==> config.mk <==
export PLATFORM = sky130hd
export DESIGN_NAME = macish_pipe
export DESIGN_NICKNAME = d
export VERILOG_FILES = /design/src/rtl/macish_pkg.sv /design/src/rtl/mul2x2_cell.sv /design/src/rtl/macish_pipe.sv
export SDC_FILE = /design/constraint.sdc
export NUM_CORES = 1
export LEC_CHECK = 0
export ABC_CLOCK_PERIOD_IN_PS = 6410
export CAP_MARGIN = 25
export CORE_ASPECT_RATIO = 0.9
export CORE_MARGIN = 4
export CORE_UTILIZATION = 50
export DETAILED_ROUTE_END_ITERATION = 7
export PLACE_DENSITY = 0.76
export SYNTH_ARGS = -nofsm -noshare
export SYNTH_HDL_FRONTEND = slang
export SYNTH_SLANG_ARGS = --single-unit
==> constraint.sdc <==
create_clock -name clk -period 6.41 [get_ports clk]
set_input_delay 0.641 -clock clk [delete_from_list [all_inputs] [get_ports clk]]
set_output_delay 0.641 -clock clk [all_outputs]
set_load 0.005 [all_outputs]
==> src/rtl/macish_pkg.sv <==
// Shared constants and helpers for the approximate-capable MAC pipeline.
package macish_pkg;

   localparam logic MODE_EXACT  = 1'b0;
   localparam logic MODE_APPROX = 1'b1;

   // Number of 2x2 cells needed for an operand of data_w bits (base-4 digits squared).
   function automatic int unsigned cell_count(input int unsigned data_w);
      return (data_w / 2) * (data_w / 2);
   endfunction

endpackage

==> src/rtl/mul2x2_cell.sv <==
// Combinational 2x2 multiplier cell; approximate mode maps 3*3 to 7.
module mul2x2_cell
   import macish_pkg::*;
(
   input  logic [1:0] a,
   input  logic [1:0] b,
   input  logic       mode,
   output logic [3:0] p
);

   always_comb begin
      p = {2'b00, a} * {2'b00, b};
      if (mode == MODE_APPROX && a == 2'd3 && b == 2'd3) begin
         p = 4'd7;
      end
   end

endmodule

==> src/rtl/macish_pipe.sv <==
// Three-stage multiply-accumulate pipeline with valid/ready on both sides, a per-sample
// exact/approximate multiplier and optional saturating accumulation.
module macish_pipe
   import macish_pkg::*;
#(
   parameter int unsigned DATA_W   = 8,
   parameter int unsigned ACC_W    = 24,
   parameter bit          SATURATE = 1'b1
) (
   input  logic              clk,
   input  logic              aclr,
   input  logic              in_valid,
   output logic              in_ready,
   input  logic [DATA_W-1:0] dataa,
   input  logic [DATA_W-1:0] datab,
   input  logic              sload,
   input  logic              mode,
   output logic              out_valid,
   input  logic              out_ready,
   output logic [ACC_W-1:0]  acc_out,
   output logic              ovf
);

   localparam int unsigned N     = DATA_W / 2;
   localparam int unsigned NCELL = cell_count(DATA_W);
   localparam int unsigned PW    = 2 * DATA_W;
   localparam int unsigned SW    = ACC_W + 1;

   logic              advance;

   logic              s1_valid, s1_sload, s1_mode;
   logic [DATA_W-1:0] s1_a, s1_b;

   logic              s2_valid, s2_sload;
   logic [PW-1:0]     s2_prod;

   logic [ACC_W-1:0]  acc_q, acc_d;
   logic              ovf_q, ovf_d;
   logic              out_valid_q;

   logic [3:0]        cell_p [NCELL];
   logic [PW-1:0]     prod;
   logic [ACC_W-1:0]  base;
   logic [SW-1:0]     sum;

   for (genvar i = 0; i < N; i++) begin : g_row
      for (genvar j = 0; j < N; j++) begin : g_col
         mul2x2_cell u_cell (
            .a    (s1_a[2*i +: 2]),
            .b    (s1_b[2*j +: 2]),
            .mode (s1_mode),
            .p    (cell_p[i*N + j])
         );
      end
   end

   always_comb begin
      prod = '0;
      for (int i = 0; i < N; i++) begin
         for (int j = 0; j < N; j++) begin
            prod = prod + (PW'(cell_p[i*N + j]) << (2 * (i + j)));
         end
      end
   end

   // One extra bit on the sum exposes the carry that drives clamping and ovf.
   always_comb begin
      base  = s2_sload ? '0 : acc_q;
      sum   = {1'b0, base} + SW'(s2_prod);
      acc_d = sum[ACC_W-1:0];
      if (sum[ACC_W] && SATURATE) begin
         acc_d = '1;
      end
      ovf_d = (s2_sload ? 1'b0 : ovf_q) | sum[ACC_W];
   end

   assign advance   = !out_valid_q || out_ready;
   assign in_ready  = advance;
   assign out_valid = out_valid_q;
   assign acc_out   = acc_q;
   assign ovf       = ovf_q;

   always_ff @(posedge clk or posedge aclr) begin
      if (aclr) begin
         s1_valid    <= 1'b0;
         s1_sload    <= 1'b0;
         s1_mode     <= MODE_EXACT;
         s1_a        <= '0;
         s1_b        <= '0;
         s2_valid    <= 1'b0;
         s2_sload    <= 1'b0;
         s2_prod     <= '0;
         acc_q       <= '0;
         ovf_q       <= 1'b0;
         out_valid_q <= 1'b0;
      end else if (advance) begin
         s1_valid    <= in_valid;
         s1_sload    <= sload;
         s1_mode     <= mode;
         s1_a        <= dataa;
         s1_b        <= datab;
         s2_valid    <= s1_valid;
         s2_sload    <= s1_sload;
         s2_prod     <= prod;
         if (s2_valid) begin
            acc_q <= acc_d;
            ovf_q <= ovf_d;
         end
         out_valid_q <= s2_valid;
      end
   end

endmodule

[Yosys cells after proc, flatten, opt, wreduce, memory -nomap -nowiden]
Cells that the tools add are included.
Cells by class
  mux-type cells: 19
  $mul: 16
  add/subtract/negate cells: 16
  bitwise operators: 1
  equal/unequal tests: 8
  reduce and logical (&&, ||, !) cells: 23
Operators with widths (count)
  2-bit by 2-bit multiplier with 4-bit output: 16
  4-bit 2-to-1 mux: 16
  24-bit 2-to-1 mux: 2
  16-bit by 10-bit adder with 16-bit output: 2
  16-bit by 12-bit adder with 16-bit output: 2
  16-bit by 14-bit adder with 16-bit output: 2
  24-bit by 16-bit adder with 25-bit output: 1
  1-bit logical AND: 20
  15-bit by 8-bit adder with 16-bit output: 1
  16-bit adder: 1
  2-bit == test (second input constant): 8
  14-bit by 12-bit adder with 15-bit output: 1
  13-bit by 10-bit adder with 14-bit output: 1
  12-bit by 8-bit adder with 13-bit output: 1
  11-bit by 6-bit adder with 12-bit output: 1
  9-bit by 10-bit adder with 11-bit output: 1
  7-bit by 8-bit adder with 9-bit output: 1
  4-bit by 6-bit adder with 7-bit output: 1
  2-bit AND reduction: 1
  1-bit logical NOT: 1
  1-bit logical OR: 1
  1-bit 2-to-1 mux: 1
  1-bit OR: 1
Storage, ports and cells
  output and inout port bits: 27
  logic and storage cells: 94
  flip-flop bits (word level): 63
  bits of input ports: 22

[Longest topological paths before layout]
Gate-level depths: netlist (run 1).
  depth in word-level cells: 19
  depth in mapped cells: 20
  depth with buffers taken out: 19

[Cells and area by module]
A second synthesis (run 1) with hierarchy kept.
Unflattened totals
  cell total of the unflattened synthesis: 705
  area total of the unflattened synthesis: 6304.8 um2
By module, submodules not included
  macish_pipe: instances 1, sequential area each 1576.5 um2, cells each 545, area each 4963.5 um2
  mul2x2_cell: instances 16, sequential area each 0.0 um2, cells each 10, area each 83.8 um2

[Least setup slack after synthesis (run 1)]
Ideal clock, no wire load.
  path kind: flip-flop to flip-flop
  from: register s1_a[0]
  to: register s2_prod[14]
  required time: 6276 ps
  stages on the path, launching flop included: 21
  buffers on the path: 1
  arrival time: 5285 ps
  clock period less this slack: 5420 ps
  library setup time: 134 ps
  setup slack: 990 ps
  cells stage by stage: dfrtp_1 -> clkbuf_1 -> and2_1 -> ha_1 -> ha_1 -> or2_2 -> fa_1 -> fa_1 -> fa_1 -> inv_1 -> fa_1 -> inv_1 -> ha_1 -> fa_1 -> a21o_1 -> a21oi_1 -> o21bai_1 -> a211o_1 -> a31oi_1 -> xor2_1 -> o21ai_0
On the way
  word-level cells in the longest chain between the ends: 19
  elaborated cells between the ends (all ways): 29
  those cells by class: add/sub (15); mul (4); eq/ne (1); mux (4); reduce/logical (5)
Ends and longest elaborated chain
  from (decl): RTL line macish_pipe.sv:32  | logic [DATA_W-1:0] s1_a, s1_b;
  from (signal assigned): RTL line macish_pipe.sv:100  | s1_a <= dataa;
  parallel branches: the longest is 6 deep, another holds 7-bit by 8-bit adder with 9-bit output
  9-bit by 10-bit adder with 11-bit output *: RTL line macish_pipe.sv:61  | prod = prod + (PW'(cell_p[i*N + j]) << (2 * (i + j)));
  11-bit by 6-bit adder with 12-bit output *: RTL line macish_pipe.sv:61
  12-bit by 8-bit adder with 13-bit output *: RTL line macish_pipe.sv:61
  13-bit by 10-bit adder with 14-bit output *: RTL line macish_pipe.sv:61
  14-bit by 12-bit adder with 15-bit output *: RTL line macish_pipe.sv:61
  15-bit by 8-bit adder with 16-bit output *: RTL line macish_pipe.sv:61
  16-bit by 10-bit adder with 16-bit output *: RTL line macish_pipe.sv:61
  16-bit by 12-bit adder with 16-bit output *: RTL line macish_pipe.sv:61
  16-bit by 14-bit adder with 16-bit output *: RTL line macish_pipe.sv:61
  16-bit by 10-bit adder with 16-bit output *: RTL line macish_pipe.sv:61
  16-bit by 12-bit adder with 16-bit output *: RTL line macish_pipe.sv:61
  16-bit by 14-bit adder with 16-bit output *: RTL line macish_pipe.sv:61
  16-bit adder *: RTL line macish_pipe.sv:61
  to (signal assigned): RTL line macish_pipe.sv:104  | s2_prod <= prod;
  to (decl): RTL line macish_pipe.sv:35  | logic [PW-1:0] s2_prod;
Every way passes the cells marked *.
A chain may end at the register's enable or synchronous reset.

[Worst setup path in the final report (run 1)]
  from: register s1_b[5]
  to: register s2_prod[14]
On the way
  word-level cells in the longest chain between the ends: 17
  elaborated cells between the ends (all ways): 27
  those cells by class: add/sub (14); mul (4); eq/ne (1); mux (4); reduce/logical (4)
Ends and longest elaborated chain
  from (decl): RTL line macish_pipe.sv:32
  from (signal assigned): RTL line macish_pipe.sv:101  | s1_b <= datab;
  parallel branches: the longest is 15 deep, another holds 15-bit by 8-bit adder with 16-bit output
  16-bit by 14-bit adder with 16-bit output *: RTL line macish_pipe.sv:61
  16-bit adder *: RTL line macish_pipe.sv:61
Marked as above.

==> results.yml, run 1 <==
run_status:
  status: "finished clean"
placed_design:
  io_buffers: 48
  dp_hpwl_um: 10870
  place_area_mm2: 0.006728
  gp_congestion: 0.8934
detailed_routing:
  dr.pass1.iters: 5
  wl_met2_um: 6721
  ant_nets: 0
  routed_wl_um: 14480
  via_per_inst: 5.566
  num_vias: 5110
  route.detailed.drc: 0
  topRoutingLayerUsed: "met4"
  m1WireLength_um: 6898
  routedWlPerCell_um: 15.77
  drtIter0Drc: 417
  met3_length_um: 679
timing:
  tightest_slew_ns: 0.8443
  setup_viol: 0
  final.setup.tns_ns: 0
  rsz0062_at_grt: "false"
  post-route-min-period_ns: 5.681
  slew_viol_final: 0
  maxSlewHeadroom_pct: 43.71
  period_share_pct: 88.63
  finalHoldViolCount: 0
  max_freq_mhz: 176.0
  skew_ns: 0.006308
layout:
  nNetsFinal: 887
  seq_area_mm2: 0.001577
  multi_input_area_mm2: 0.004253
  stdcell_area_mm2: 0.007084
  drive_gt1_share_pct: 7.388
  fillers: 1046
  diodes: 0
  area_delta_synth_final_pct: 15.57
setup_path:
  cp.required_ns: 6.62
  crit_top_cell: "fa_1"
  crit_path_end_kind: "flip-flop"
  start_kind: "flip-flop"
  critPathBufInv: 2
  critPathMaxStageDelay_ns: 0.55
  criticalPathCategory: "flip-flop to flip-flop"
  reg2reg_from: "s1_b[5]"
  r2r-end: "s2_prod[14]"
  cp_slowest_cell: "fa_1"
  worst-path-stages: 19
  critPathArrivalTime_ns: 5.89
  rr_worst_depth: 19
  r2r_slack_ns: 0.73
  crit_family: "adder cells"
  path_cells: "and2_1 > ha_1 > ha_1 > or2_2 > fa_1 > fa_1 > fa_1 > inv_1 > fa_1 > inv_1 > ha_1 > fa_1 > a21o_1 > a21oi_1 > o21bai_1 > a211o_1 > a31oi_1 > xor2_1 > o21ai_0"
  crit_fanout: 11
worst_hold_path:
  holdPathEnd: "s2_sload"
  whs_path_depth: 2
  min_path_type: "flip-flop to flip-flop"
  holdCritStartpoint: "s1_sload"
job:
  drv_cap: 0
clock_tree:
  ctsHtreeMaxLevel: 3
  cts_hold_buf: 0
  clkSinkCount: 63
  clk_path_buf_depth: 2
  clk_pin_slew_worst_paths_ns: 0.06
  numCtsBuffers: 9
  cts_resized: 0
  clk_latency_ns: 0.34
  cts_tree: "yes"
  cts-root-buf: "clkbuf_16"
  cts_setup_buffers: 0
synth:
  netlist_area_mm2: 0.006130
  syn_area_per_cell_um2: 8.525
  synth_flop_cell: "dfrtp_1"
  synth_edf_count: 0
  yosysSeqAreaShare_pct: 25.72
  synth_cell_types: 54
  ys_warn_count: 0
  synthArstFlopShare_pct: 100.0
  synth_nets: 853
  ys_ff_latch: 63
  synthCells: 719
floorplan:
  die_h_um: 113.0
  core_mm2: 0.01203
  start_util_pct: 50.96
  ios: 49
  row_count: 38
  die-width_um: 124.7
  dieArea_mm2: 0.01410
power:
  vdd_drop_max_v: 0.0003343
  power.total_mw: 4.272
  p_leak_nw: 3.546
  p_per_area_mw_per_mm2: 603.0
global_routing:
  grt_pass1_wl_um: 25420
  antenna_found_initial: 0
  grt_usage_pct: 22.02
  grt_start_max_net_pins: 64
  grt_overflow: 0
  grt_pass1_vias: 5144
Yosys cell counts (12+ instances only):
| cell | instances | share of area, % |
|---|---|---|
| nor2b_1 | 26 | 2.7 |
| a21oi_1 | 28 | 2.3 |
| inv_1 | 49 | 3.0 |
| nand3_1 | 12 | 0.98 |
| clkbuf_1 | 26 | 1.6 |
| or2_2 | 25 | 2.6 |
| and2_1 | 65 | 6.6 |
| a31oi_1 | 21 | 2.1 |
| nor2_1 | 58 | 3.6 |
| fa_1 | 38 | 12 |
| o21ai_0 | 21 | 1.7 |
| ha_1 | 74 | 15 |
| dfrtp_1 | 63 | 26 |
| nand2_1 | 115 | 7.0 |
cell usage in the layout, fill, tap and decap left out, drive strengths merged, types with 3 or more instances in the layout:
cell type	count
and3	3
nand3	12
clkdlybuf4s50	48
o21ai	24
inv	49
ha	74
o21a	6
buf	4
o211ai	3
a211oi	3
or2	25
o21bai	3
xnor2	10
a21o	7
nand2b	4
a31oi	22
clkbuf	11
a41oi	4
nor2	58
fa	38
or3	4
nor3	8
a21oi	29
dfrtp	63
nor2b	26
xor2	10
and2	65
clkinv	3
bufinv	3
nand2	116
where the power goes:
| part | total, mW | internal [mW] | switching, mW |
|---|---|---|---|
| Combinational | 2.94 | 1.32 | 1.61 |
| Sequential | 0.744 | 0.564 | 0.179 |
| Clock | 0.593 | 0.401 | 0.192 |
| Total | 4.27 | 2.29 | 1.98 |
per-stage QoR:
stage / hold slack, ns / setup WS, ns / std cells / utilization (%)
floorplan: 0.4386 / 0.9902 / 719 / -
global placement: 0.4534 / 0.8202 / 902 / 55.93
detailed placement: 0.4674 / 0.7374 / 902 / 55.93
CTS: 0.4810 / 0.7195 / 918 / 58.89
global route: 0.5145 / 0.4421 / 918 / 58.89
finish: 0.4770 / 0.7291 / 918 / 58.89
sequential cells by signal, summed over array words and instances (netlist names):
| register | flops |
|---|---|
| acc_out | 24 |
| s2_valid | 1 |
| s1_sload | 1 |
| out_valid | 1 |
| s1_a | 8 |
| s1_valid | 1 |
| s1_b | 8 |
| ovf | 1 |
| s2_prod | 16 |
| s1_mode | 1 |
| s2_sload | 1 |
worst reg2reg max path, stage by stage (launching register included):
cell      delay, ns
dfrtp_1        0.50
and2_1         0.21
ha_1           0.19
ha_1           0.26
or2_2          0.31
fa_1           0.53
fa_1           0.52
fa_1           0.55
inv_1          0.06
fa_1           0.52
inv_1          0.04
ha_1           0.22
fa_1           0.41
a21o_1         0.17
a21oi_1        0.22
o21bai_1       0.12
a211o_1        0.30
a31oi_1        0.19
xor2_1         0.15
o21ai_0        0.08
final cells by class:
cell class / instances / area share, %
Multi-Input combinational cell: 577 / 60.03
Timing Repair Buffer: 52 / 7.206
Clock buffer: 11 / 3.568
Clock inverter: 5 / 1.466
Tap cell: 160 / 2.826
Sequential cell: 63 / 22.25
Inverter: 50 / 2.649
how the worst max path moves through the flow:
stage                  from  slack, ns           to
floorplan           s1_a[0]       0.99  s2_prod[14]
global placement    s1_a[0]       0.82  s2_prod[14]
detailed placement  s1_b[5]       0.74  s2_prod[14]
CTS                 s1_b[5]       0.72  s2_prod[14]
global route        s1_b[5]       0.44  s2_prod[14]
finish              s1_b[5]       0.73  s2_prod[14]
logic make-up (layout without fill, tap and decap cells):
kind of cell,after synthesis,after routing,share of synthesized area [%]
AOI/OAI and AO/OA,117,117,12.66
xor gates and xnor gates,20,20,2.858
adders and majority gates,112,112,27.52
buffers and inverters,79,118,4.940
DFF,63,63,25.72
muxes,2,2,0.3266
and+or+nand+nor,326,326,25.98
routing by layer:
metal,GRT usage [%],vias to the layer above
met1,30.52,2487
met4,5.186,0
met3,4.059,15
met2,36.20,143
li1,-,2465
met5,0,-
Note: power is estimated with default switching activity, not from simulation.
==> run 2, diff against run 1 <==
--- a/config.mk
+++ b/config.mk
@@ -9,9 +9,10 @@
 export CAP_MARGIN = 25
 export CORE_ASPECT_RATIO = 0.9
 export CORE_MARGIN = 4
-export CORE_UTILIZATION = 50
+export CORE_UTILIZATION = 60
 export DETAILED_ROUTE_END_ITERATION = 7
-export PLACE_DENSITY = 0.76
+export PLACE_DENSITY = 0.82
+export SETUP_SLACK_MARGIN = 0.15
 export SYNTH_ARGS = -nofsm -noshare
 export SYNTH_HDL_FRONTEND = slang
 export SYNTH_SLANG_ARGS = --single-unit
==> run 2 against run 1 <==
Effect of this change: clock skew increased by 0.0020 ns; worst hold slack got worse by 0.013 ns; clock power decreased by 12%; routed wire length decreased by 0.72%; register-to-register slack got worse by 0.06 ns; clock-buffer cell count increased by 1; non-clock buffer count increased by 1; largest power group unchanged; largest cell class unchanged; worst setup slack got worse by 0.062 ns; combinational power about the same.
==> results.yml, run 2 (synthesis results as in run 1) <==
power:
  p_per_area_mw_per_mm2: 601.5
  p_leak_nw: 3.525
  vdd_drop_max_v: 0.0003943
layout:
  layout_common_cells: "115 x nand2_1, 74 x ha_1, 65 x and2_1, 63 x dfrtp_1, 58 x nor2_1"
  utilization_pct: 71.22
  seq_area_mm2: 0.001577
  largest_register_ffs: 24
  fillers: 751
  nNetsFinal: 888
  multi_input_area_mm2: 0.004253
  layout_commonest_cell: "nand2_1"
  diodes: 0
  drive_gt1_share_pct: 7.115
  area_delta_synth_final_pct: 14.19
global_routing:
  antenna_found_initial: 0
  grt_start_max_net_pins: 64
  grt_overflow: 0
  grt_pass1_vias: 5244
  grt_pass1_wl_um: 25210
  grt_usage_pct: 26.15
floorplan:
  die_h_um: 103.9
  ios: 49
  die-width_um: 114.5
  row_count: 34
  start_util_pct: 62.38
  dieArea_mm2: 0.01190
  core_mm2: 0.009827
placed_design:
  pre_cts_slack_ns: 0.7396
  io_buffers: 48
  dp_hpwl_um: 10680
  gp_congestion: 0.8960
clock_tree:
  clk_path_buf_depth: 2
  clk_pin_slew_worst_paths_ns: 0.06
  cts_setup_buffers: 0
  numCtsBuffers: 9
  clkSinkCount: 63
  cts_resized: 0
  cts-root-buf: "clkbuf_16"
  ctsHtreeMaxLevel: 3
  cts_hold_buf: 0
  cts_tree: "yes"
  clk_latency_ns: 0.34
setup_path:
  cp_slowest_cell: "fa_1"
  cp.required_ns: 6.61
  critPathArrivalTime_ns: 5.95
  crit_path_end_kind: "flip-flop"
  criticalPathCategory: "flip-flop to flip-flop"
  start_kind: "flip-flop"
  path_cells: "and2_1 > ha_1 > ha_1 > or2_2 > fa_1 > fa_1 > fa_1 > inv_1 > fa_1 > inv_1 > ha_1 > fa_1 > a21o_1 > a21oi_1 > o21bai_1 > a211o_1 > a31oi_1 > xor2_1 > o21ai_0"
  crit_top_cell: "fa_1"
  crit_fanout: 11
  critPathMaxStageDelay_ns: 0.54
timing:
  finalHoldViolCount: 0
  skew_ns: 0.008348
  period_share_pct: 89.59
  post-route-min-period_ns: 5.743
  setup_viol: 0
  max_freq_mhz: 174.1
  tightest_slew_ns: 0.8395
  maxSlewHeadroom_pct: 44.03
  slew_viol_final: 0
  final.setup.tns_ns: 0
  setup_ws_ns: 0.6672
  rsz0062_at_grt: "false"
detailed_routing:
  ant_nets: 0
  via_per_inst: 5.757
  routed_wl_um: 14370
  route.detailed.drc: 0
  routedWlPerCell_um: 16.24
  dr.pass1.iters: 5
  drtIter0Drc: 290
  num_vias: 5095
run_status:
  status: "finished clean"
worst_hold_path:
  min_path_type: "flip-flop to flip-flop"
job:
  drv_cap: 0
## run 2: metrics by stage
stage / std cells / power [mW] / cell area (um^2) / hold WS [ns]
2_1_floorplan: 719 / 2.987 / 6130 / 0.4386
3_3_place_gp: 869 / 3.569 / 6693 / 0.4508
3_5_place_dp: 869 / 3.662 / 6693 / 0.4552
4_1_cts: 885 / 4.233 / 6999 / 0.4670
5_1_grt: 885 / 4.747 / 6999 / 0.5024
6_report: 885 / 4.210 / 6999 / 0.4644
## run 2: worst max-delay path, delay by kind of cell, from the launching register on
kind | cells | cell delay (ns)
DFF | 1 | 0.51
adders and majority gates | 8 | 3.19
xor gates and xnor gates | 1 | 0.16
and+or+nand+nor | 2 | 0.52
buffers and inverters | 2 | 0.09
AOI/OAI and AO/OA | 6 | 1.13
## run 2: layout make-up
cell class	count	area share (%)
clock buffers	12	3.379
well taps	126	2.252
multi-input cells	577	60.76
flip-flops and latches	63	22.52
repair buffers	53	7.401
clock inverters	4	1.001
inverters	50	2.681
## run 2: final timing paths
kind | cells past startpoint | slack (ns) | start | endpoint
hold / removal | 2 | 0.46 | s1_sload | s1_sload
hold reg to reg | 2 | 0.46 | s1_sload | s1_sload
setup reg to reg | 19 | 0.67 | s1_b[4] | s2_prod[14]
min in group asynchronous | 3 | 0.88 | aclr | acc_out[0]
max in group asynchronous | 3 | 4.99 | aclr | s2_prod[15]
setup / recovery | 19 | 0.67 | s1_b[4] | s2_prod[14]
## run 2: where the power goes
group	switching, mW	total [mW]	leakage, nW	internal (mW)
clock network	0.182	0.521	0.151	0.339
logic	1.64	2.96	2.63	1.33
registers	0.160	0.725	0.750	0.565
total	1.98	4.21	3.53	2.23
## run 2: layer usage
| layer | routed length (um) | track usage (%) |
|---|---|---|
| met5 | 0 | 0 |
| met1 | 6694 | 37.05 |
| met3 | 594 | 4.130 |
| met2 | 6800 | 41.48 |
| met4 | 285 | 7.379 |
